$ cat src/rtl/gpu_rect_engine_if.sv
// Command and pixel-stream bundle for gpu_rect_engine.
// slave = engine side, master = command issuer / pixel sink side.
interface gpu_rect_engine_if #(
  parameter int WIDTH_BITS   = 10,
  parameter int HEIGHT_BITS  = 9,
  parameter int CHANNEL_BITS = 8
);
  logic [WIDTH_BITS-1:0]   x1_i, x2_i;
  logic [HEIGHT_BITS-1:0]  y1_i, y2_i;
  logic [CHANNEL_BITS-1:0] r_i, g_i, b_i;
  logic                    mode_i;
  logic                    start_i;
  logic                    abort_i;
  logic                    pix_ready_i;
  logic [WIDTH_BITS-1:0]   x_o;
  logic [HEIGHT_BITS-1:0]  y_o;
  logic [CHANNEL_BITS-1:0] r_o, g_o, b_o;
  logic                    pix_valid_o;
  logic                    busy_o;
  logic                    done_o;

  modport slave (
    input  x1_i, x2_i, y1_i, y2_i, r_i, g_i, b_i, mode_i, start_i, abort_i, pix_ready_i,
    output x_o, y_o, r_o, g_o, b_o, pix_valid_o, busy_o, done_o
  );

  modport master (
    output x1_i, x2_i, y1_i, y2_i, r_i, g_i, b_i, mode_i, start_i, abort_i, pix_ready_i,
    input  x_o, y_o, r_o, g_o, b_o, pix_valid_o, busy_o, done_o
  );
endinterface

$ cat src/rtl/gpu_rect_engine.sv
// Rectangle rasteriser: clips a corner pair to the screen and streams its pixels in raster order.
// Optional outline mode is compiled in by defining GPU_RECT_OUTLINE_EN.
module gpu_rect_engine #(
  parameter int WIDTH_BITS   = 10,
  parameter int HEIGHT_BITS  = 9,
  parameter int CHANNEL_BITS = 8,
  parameter int SCREEN_W     = 640,
  parameter int SCREEN_H     = 480
) (
  input  logic             clk,
  input  logic             n_rst,
  gpu_rect_engine_if.slave bus,
  output logic [1:0]       state_dbg
);
  typedef enum logic [1:0] {IDLE = 2'd0, SETUP = 2'd1, RUN = 2'd2, DONE = 2'd3} state_t;

  localparam logic [WIDTH_BITS-1:0]  X_LAST = WIDTH_BITS'(SCREEN_W - 1);
  localparam logic [HEIGHT_BITS-1:0] Y_LAST = HEIGHT_BITS'(SCREEN_H - 1);

  state_t                 state;
  logic [WIDTH_BITS-1:0]  x1_q, x2_q, xmin_q, xmax_q;
  logic [HEIGHT_BITS-1:0] y1_q, y2_q, ymin_q, ymax_q;
  logic [WIDTH_BITS-1:0]  xlo, xhi_raw, xhi;
  logic [HEIGHT_BITS-1:0] ylo, yhi_raw, yhi;
  logic                   off_screen, row_end, last_px, skip_interior;
  logic                   outline_q;

  // Normalise the latched corners and clip the far edge to the last visible pixel.
  assign xlo        = (x1_q < x2_q) ? x1_q : x2_q;
  assign xhi_raw    = (x1_q < x2_q) ? x2_q : x1_q;
  assign xhi        = (xhi_raw > X_LAST) ? X_LAST : xhi_raw;
  assign ylo        = (y1_q < y2_q) ? y1_q : y2_q;
  assign yhi_raw    = (y1_q < y2_q) ? y2_q : y1_q;
  assign yhi        = (yhi_raw > Y_LAST) ? Y_LAST : yhi_raw;
  assign off_screen = (xlo > X_LAST) || (ylo > Y_LAST);

  assign row_end       = (bus.x_o == xmax_q);
  assign last_px       = row_end && (bus.y_o == ymax_q);
  // Interior rows of an outline only carry the two side pixels.
  assign skip_interior = outline_q && (bus.y_o != ymin_q) && (bus.y_o != ymax_q)
                         && (bus.x_o == xmin_q);

  assign state_dbg = state;

`ifdef GPU_RECT_OUTLINE_EN
  always_ff @(posedge clk or negedge n_rst) begin
    if (!n_rst) begin
      outline_q <= 1'b0;
    end else if (state == IDLE && bus.start_i) begin
      outline_q <= bus.mode_i;
    end
  end
`else
  assign outline_q = 1'b0;
`endif

  // Stream: a pixel transfers on a rising edge with pix_valid_o && pix_ready_i;
  // while pix_valid_o is high and pix_ready_i low, x_o/y_o/colour hold unchanged.
  always_ff @(posedge clk or negedge n_rst) begin
    if (!n_rst) begin
      state           <= IDLE;
      x1_q            <= '0;
      x2_q            <= '0;
      y1_q            <= '0;
      y2_q            <= '0;
      xmin_q          <= '0;
      xmax_q          <= '0;
      ymin_q          <= '0;
      ymax_q          <= '0;
      bus.x_o         <= '0;
      bus.y_o         <= '0;
      bus.r_o         <= '0;
      bus.g_o         <= '0;
      bus.b_o         <= '0;
      bus.pix_valid_o <= 1'b0;
      bus.busy_o      <= 1'b0;
      bus.done_o      <= 1'b0;
    end else begin
      unique case (state)
        IDLE: begin
          if (bus.start_i) begin
            x1_q       <= bus.x1_i;
            x2_q       <= bus.x2_i;
            y1_q       <= bus.y1_i;
            y2_q       <= bus.y2_i;
            bus.r_o    <= bus.r_i;
            bus.g_o    <= bus.g_i;
            bus.b_o    <= bus.b_i;
            bus.busy_o <= 1'b1;
            state      <= SETUP;
          end
        end
        SETUP: begin
          if (bus.abort_i) begin
            bus.busy_o <= 1'b0;
            state      <= IDLE;
          end else if (off_screen) begin
            bus.done_o <= 1'b1;
            state      <= DONE;
          end else begin
            xmin_q          <= xlo;
            xmax_q          <= xhi;
            ymin_q          <= ylo;
            ymax_q          <= yhi;
            bus.x_o         <= xlo;
            bus.y_o         <= ylo;
            bus.pix_valid_o <= 1'b1;
            state           <= RUN;
          end
        end
        RUN: begin
          if (bus.abort_i) begin
            bus.pix_valid_o <= 1'b0;
            bus.busy_o      <= 1'b0;
            state           <= IDLE;
          end else if (bus.pix_ready_i) begin
            if (last_px) begin
              bus.pix_valid_o <= 1'b0;
              bus.done_o      <= 1'b1;
              state           <= DONE;
            end else if (row_end) begin
              bus.x_o <= xmin_q;
              bus.y_o <= bus.y_o + HEIGHT_BITS'(1);
            end else if (skip_interior) begin
              bus.x_o <= xmax_q;
            end else begin
              bus.x_o <= bus.x_o + WIDTH_BITS'(1);
            end
          end
        end
        DONE: begin
          bus.done_o <= 1'b0;
          bus.busy_o <= 1'b0;
          state      <= IDLE;
        end
        default: state <= IDLE;
      endcase
    end
  end
endmodule

$ cat src/flat_wrapper.sv
// flat-port wrapper written by rule: the top's interface ports become plain ports
module gpu_rect_engine_flat 
#(
  parameter int WIDTH_BITS   = 10,
  parameter int HEIGHT_BITS  = 9,
  parameter int CHANNEL_BITS = 8,
  parameter int SCREEN_W     = 640,
  parameter int SCREEN_H     = 480
)
  (clk, n_rst, state_dbg, bus_x1_i, bus_x2_i, bus_y1_i, bus_y2_i, bus_r_i, bus_g_i, bus_b_i, bus_mode_i, bus_start_i, bus_abort_i, bus_pix_ready_i, bus_x_o, bus_y_o, bus_r_o, bus_g_o, bus_b_o, bus_pix_valid_o, bus_busy_o, bus_done_o);
  gpu_rect_engine_if #(.WIDTH_BITS(WIDTH_BITS), .HEIGHT_BITS(HEIGHT_BITS), .CHANNEL_BITS(CHANNEL_BITS)) bus_i ();
  input  logic clk;
  input  logic n_rst;
  output logic [1:0] state_dbg;
  input wire logic [$bits(bus_i.x1_i)-1:0] bus_x1_i;
  input wire logic [$bits(bus_i.x2_i)-1:0] bus_x2_i;
  input wire logic [$bits(bus_i.y1_i)-1:0] bus_y1_i;
  input wire logic [$bits(bus_i.y2_i)-1:0] bus_y2_i;
  input wire logic [$bits(bus_i.r_i)-1:0] bus_r_i;
  input wire logic [$bits(bus_i.g_i)-1:0] bus_g_i;
  input wire logic [$bits(bus_i.b_i)-1:0] bus_b_i;
  input wire logic [$bits(bus_i.mode_i)-1:0] bus_mode_i;
  input wire logic [$bits(bus_i.start_i)-1:0] bus_start_i;
  input wire logic [$bits(bus_i.abort_i)-1:0] bus_abort_i;
  input wire logic [$bits(bus_i.pix_ready_i)-1:0] bus_pix_ready_i;
  output wire logic [$bits(bus_i.x_o)-1:0] bus_x_o;
  output wire logic [$bits(bus_i.y_o)-1:0] bus_y_o;
  output wire logic [$bits(bus_i.r_o)-1:0] bus_r_o;
  output wire logic [$bits(bus_i.g_o)-1:0] bus_g_o;
  output wire logic [$bits(bus_i.b_o)-1:0] bus_b_o;
  output wire logic [$bits(bus_i.pix_valid_o)-1:0] bus_pix_valid_o;
  output wire logic [$bits(bus_i.busy_o)-1:0] bus_busy_o;
  output wire logic [$bits(bus_i.done_o)-1:0] bus_done_o;
  assign bus_i.x1_i = bus_x1_i;
  assign bus_i.x2_i = bus_x2_i;
  assign bus_i.y1_i = bus_y1_i;
  assign bus_i.y2_i = bus_y2_i;
  assign bus_i.r_i = bus_r_i;
  assign bus_i.g_i = bus_g_i;
  assign bus_i.b_i = bus_b_i;
  assign bus_i.mode_i = bus_mode_i;
  assign bus_i.start_i = bus_start_i;
  assign bus_i.abort_i = bus_abort_i;
  assign bus_i.pix_ready_i = bus_pix_ready_i;
  assign bus_x_o = bus_i.x_o;
  assign bus_y_o = bus_i.y_o;
  assign bus_r_o = bus_i.r_o;
  assign bus_g_o = bus_i.g_o;
  assign bus_b_o = bus_i.b_o;
  assign bus_pix_valid_o = bus_i.pix_valid_o;
  assign bus_busy_o = bus_i.busy_o;
  assign bus_done_o = bus_i.done_o;
  gpu_rect_engine #(.WIDTH_BITS(WIDTH_BITS), .HEIGHT_BITS(HEIGHT_BITS), .CHANNEL_BITS(CHANNEL_BITS), .SCREEN_W(SCREEN_W), .SCREEN_H(SCREEN_H)) u_core (.clk(clk), .n_rst(n_rst), .bus(bus_i), .state_dbg(state_dbg));
endmodule
$ cat config.mk
export PLATFORM = sky130hd
export DESIGN_NAME = gpu_rect_engine_flat
export DESIGN_NICKNAME = d
export VERILOG_FILES = /design/src/rtl/gpu_rect_engine_if.sv /design/src/rtl/gpu_rect_engine.sv /design/src/flat_wrapper.sv
export SDC_FILE = /design/constraint.sdc
export NUM_CORES = 1
export LEC_CHECK = 0
export CORE_MARGIN = 1.5
export CORE_UTILIZATION = 50
export CTS_BUF_LIST = sky130_fd_sc_hd__clkbuf_16
export CTS_CLUSTER_DIAMETER = 200
export DETAILED_ROUTE_END_ITERATION = 12
export PLACE_DENSITY = 0.81
export SYNTH_ARGS = -nofsm -noshare
export SYNTH_HDL_FRONTEND = slang
export SYNTH_SLANG_ARGS = --single-unit
export TNS_END_PERCENT = 20
$ cat constraint.sdc
create_clock -name clk -period 4.75 [get_ports clk]
set_input_delay 0.475 -clock clk [delete_from_list [all_inputs] [get_ports clk]]
set_output_delay 0.475 -clock clk [all_outputs]
set_load 0.03 [all_outputs]
==> impl_metrics.py <==
metrics = {
    "setup_path": {
        "worst-r2r-setup-slack_ns": 1.00,
        "crit_chain": "inv_1 -> ha_1 -> a211oi_1 -> a311o_1 -> a221oi_1 -> or4b_1 -> a2111oi_2 -> a311oi_1",
        "r2r-start": "u_core.x2_q[3]",
        "critPathTopFamily": "compound AO/OA/AOI/OAI gates",
        "critical_path_buf_inv_count": 1,
        "worstSetupPathType": "flop to flop",
        "critPathMaxFanout": 35,
        "cp.depth": 8,
        "cpMaxStageDelayCell": "sky130_fd_sc_hd__or4b_1",
        "cpPeakStageDelay_ns": 1.08,
        "setup.worst_path.start": "u_core.x2_q[3]",
        "crit_path_end_kind": "flop",
        "crit_arrival_ns": 4.01,
        "crit_path_end": "u_core.bus.y_o[7]",
        "critPathLaunchType": "flop",
        "worst_r2r_path_cells": 8,
        "worstReg2RegEnd": "u_core.bus.y_o[7]",
        "worstPathRequired_ns": 5.01,
    },
    "placement": {
        "globalplace.congestion": 0.907,
        "buffer_ports.inserted": 114,
        "cell_count_post_placement": 854,
        "dpl-instance-area_um2": 7500,
        "placement.setup.worst_slack_ns": 1.07,
        "hpwl_after_detailed_placement_um": 10600,
    },
    "route": {
        "dr.first_iter.drc_count": 473,
        "routed-via-count": 5075,
        "drc": 0,
        "route.detailed.vias_per_inst": 5.75,
        "detail_route.wirelength_um": 14900,
        "wl_per_cell_um": 16.9,
        "first_pass_iteration_count_of_the_detailed_router": 5,
        "final_antenna_net_count": 0,
    },
    "finish": {
        "postLayoutCellArea_um2": 8000,
        "nNetsFinal": 797,
        "layout.area.seq_um2": 2880,
        "layoutNonFillerInstCount": 883,
        "fill_cells": 911,
        "syn_to_final_growth_pct": 29.1,
        "post_route_cells_drive_above_1_share_pct": 16.8,
        "antenna-diode-count": 0,
        "multi_input_comb_area_um2": 3120,
    },
    "sta": {
        "post-route-period-util_pct": 78.9,
        "setup_violations": 0,
        "slew_violations": 0,
        "tightestPinTransition_ns": 1.15,
        "worst_slew_margin_rel_pct": 23.6,
        "final_ws_setup_ns": 1.00,
        "max_freq_mhz": 267,
        "final_hold_viol_count": 0,
        "tns_ns": 0,
        "rsz0062_at_grt": "false",
        "fin_skew_ns": 0.0129,
        "fin_crit_ns": 3.75,
    },
    "cts": {
        "tritoncts": "done",
        "cts.repair_timing.setup_buffer_count": 0,
        "clock_tree.htree_level_count": 4,
        "cts_resized": 0,
        "longest_clk_path_bufs": 2,
        "worstSkewPairLatency_ns": 0.41,
        "cts_hold_repair.buffers": 0,
        "clock_buffers_created_by_tritoncts": 17,
        "root_buffer": "sky130_fd_sc_hd__clkbuf_16",
        "cts_num_sinks": 115,
        "clk_transition_reported_paths_ns": 0.05,
    },
    "logic_synthesis": {
        "ys_ff_latch": 115,
        "synth_enable_flop_cells": 0,
        "proportion_of_synthesized_flip_flops_having_asynchronous_set_or_reset_pct": 100,
        "post_synth.cell_area_avg_um2": 10.5,
        "synth_nets": 684,
        "ys.flop_type": "sky130_fd_sc_hd__dfrtp_1",
        "sequential_cell_area_fraction_in_the_yosys_report_pct": 46.4,
        "mappedNetlistArea_um2": 6200,
        "synth.distinct_cells": 53,
        "yosysWarningCount": 0,
        "netlist_instances": 592,
    },
    "hold_path": {
        "min-delay-path-class": "primary input to asynchronous set/reset pin",
    },
    "global_routing": {
        "antenna_violations_before_repair": 0,
        "grt_pass1_wl_um": 24900,
        "grt_max_degree": 83,
        "grt_remaining_overflow": 0,
        "first_global_vias": 5092,
        "gr-usage-all-layers_pct": 24.4,
    },
    "floorplan": {
        "io_pins": 116,
        "initial_util_pct": 51.4,
        "dieHeight_um": 114,
        "die_width_um": 114,
        "floorplan.die_area_um2": 13100,
        "core_um2": 12100,
        "placement_rows": 40,
    },
    "pwr": {
        "leakage_nw": 3.41,
        "irDropWorstVdd_mv": 0.434,
        "cellPowerDensity_nw_per_um2": 866,
    },
    "flow_run": {
        "maximum_capacitance_violations": 0,
    },
    "run_status": {
        "run_status": "completed",
    },
}
-- area by class of cell --
class	instances	share of cell area, %
clock buffer	17	5.32
clock inverter	12	0.970
inverter	25	1.17
multi-input combinational	424	39.0
sequential	115	36.0
tap	168	2.63
timing repair buffer	122	15.0
-- metal layers --
| metal | vias to the layer above | share of wire, % | global-route usage [%] |
|---|---|---|---|
| met5 | - | 0 | 0 |
| met4 | 0 | 1.0 | 6.92 |
| met3 | 19 | 7.3 | 7.62 |
| met2 | 211 | 49 | 39.4 |
| met1 | 2472 | 43 | 31.9 |
| li1 | 2373 | - | - |
-- registers in the layout, summed over array words and instances, names as in the netlist --
| register | flops |
|---|---|
| u_core.bus.x_o | 10 |
| u_core.x1_q | 10 |
| u_core.x2_q | 10 |
| u_core.xmax_q | 10 |
| u_core.xmin_q | 10 |
| u_core.bus.y_o | 9 |
| u_core.y1_q | 9 |
| u_core.y2_q | 9 |
| u_core.ymax_q | 9 |
| u_core.bus.b_o | 8 |
| u_core.bus.g_o | 8 |
| u_core.bus.r_o | 8 |
| u_core.state_dbg | 2 |
| u_core.bus.busy_o | 1 |
| u_core.bus.done_o | 1 |
| u_core.bus.pix_valid_o | 1 |
-- layout by cell type, fill, tap and decap left out, types with 13 or more instances in the layout --
master                            instances
sky130_fd_sc_hd__dfrtp_1                115
sky130_fd_sc_hd__clkdlybuf4s50_1        113
sky130_fd_sc_hd__mux2_2                  78
sky130_fd_sc_hd__nand2_1                 45
sky130_fd_sc_hd__a21oi_1                 43
sky130_fd_sc_hd__nor2_1                  39
sky130_fd_sc_hd__o21ai_0                 35
sky130_fd_sc_hd__inv_1                   27
sky130_fd_sc_hd__ha_1                    24
sky130_fd_sc_hd__clkbuf_16               17
sky130_fd_sc_hd__nand3_1                 16
sky130_fd_sc_hd__mux2i_1                 16
sky130_fd_sc_hd__xnor2_1                 15
sky130_fd_sc_hd__a31oi_1                 13
-- per-stage QoR --
step | power [mW] | utilization (%) | hold WS [ns]
after floorplan | 4.59 | - | 0.179
after global placement | 5.58 | 62.2 | 0.455
after detailed placement | 5.78 | 62.2 | 0.474
after CTS | 6.91 | 66.3 | 0.292
after global routing | 7.41 | 66.3 | 0.333
final | 6.93 | 66.3 | 0.244
-- synthesized netlist by cell type (2+ instances only) --
cell type,instances,area share [%]
sky130_fd_sc_hd__a2111oi_2,3,0.73
sky130_fd_sc_hd__a211oi_1,7,0.85
sky130_fd_sc_hd__a21oi_1,43,3.5
sky130_fd_sc_hd__a221o_1,2,0.32
sky130_fd_sc_hd__a311oi_1,2,0.28
sky130_fd_sc_hd__a31o_2,3,0.42
sky130_fd_sc_hd__a31oi_1,13,1.3
sky130_fd_sc_hd__a41oi_1,2,0.28
sky130_fd_sc_hd__and3_1,8,0.81
sky130_fd_sc_hd__buf_2,5,0.40
sky130_fd_sc_hd__clkbuf_1,22,1.3
sky130_fd_sc_hd__dfrtp_1,115,46
sky130_fd_sc_hd__ha_1,24,4.8
sky130_fd_sc_hd__inv_1,25,1.5
sky130_fd_sc_hd__mux2_2,78,14
sky130_fd_sc_hd__mux2i_1,16,2.6
sky130_fd_sc_hd__nand2_1,46,2.8
sky130_fd_sc_hd__nand3_1,16,1.3
sky130_fd_sc_hd__nand4_1,8,0.81
sky130_fd_sc_hd__nor2_1,39,2.4
sky130_fd_sc_hd__nor2b_1,2,0.20
sky130_fd_sc_hd__nor3_1,10,0.81
sky130_fd_sc_hd__nor4_1,3,0.30
sky130_fd_sc_hd__o211ai_1,5,0.61
sky130_fd_sc_hd__o21a_1,3,0.36
sky130_fd_sc_hd__o21ai_0,35,2.8
sky130_fd_sc_hd__o21ai_1,2,0.16
sky130_fd_sc_hd__o31ai_1,3,0.36
sky130_fd_sc_hd__or3_1,3,0.30
sky130_fd_sc_hd__xnor2_1,15,2.1
sky130_fd_sc_hd__xor2_1,12,1.7
-- worst register-to-register path: stages (launching register included) --
cell                        delay (ns)
sky130_fd_sc_hd__dfrtp_1          0.37
sky130_fd_sc_hd__inv_1            0.12
sky130_fd_sc_hd__ha_1             0.27
sky130_fd_sc_hd__a211oi_1         0.32
sky130_fd_sc_hd__a311o_1          0.51
sky130_fd_sc_hd__a221oi_1         0.29
sky130_fd_sc_hd__or4b_1           1.08
sky130_fd_sc_hd__a2111oi_2        0.57
sky130_fd_sc_hd__a311oi_1         0.08
-- worst min path at each step --
stage | cells past startpoint | to | slack (ns)
2_1_floorplan | 0 | u_core.bus.b_o[0] | 0.18
3_3_place_gp | 2 | u_core.xmin_q[7] | 0.46
3_5_place_dp | 2 | u_core.xmin_q[1] | 0.47
4_1_cts | 1 | u_core.bus.r_o[6] | 0.29
5_1_grt | 1 | u_core.bus.r_o[6] | 0.33
6_report | 1 | u_core.bus.r_o[6] | 0.24
-- where the power goes --
group	switching [mW]	internal, mW
sequential	0.491	1.49
combinational	2.17	1.69
clock	0.406	0.688
total	3.07	3.86
-- kinds of logic (layout without fill, tap and decap cells) --
kind of cell	after synthesis	after routing	synth area share (%)
compound gates	134	134	13.7
flops	115	115	46.4
mux	94	94	16.8
buf+inv	53	176	3.43
fa+ha+maj	24	24	4.84
simple gates	145	145	11.0
xor+xnor	27	27	3.81
(Power assumes the default switching activity.)
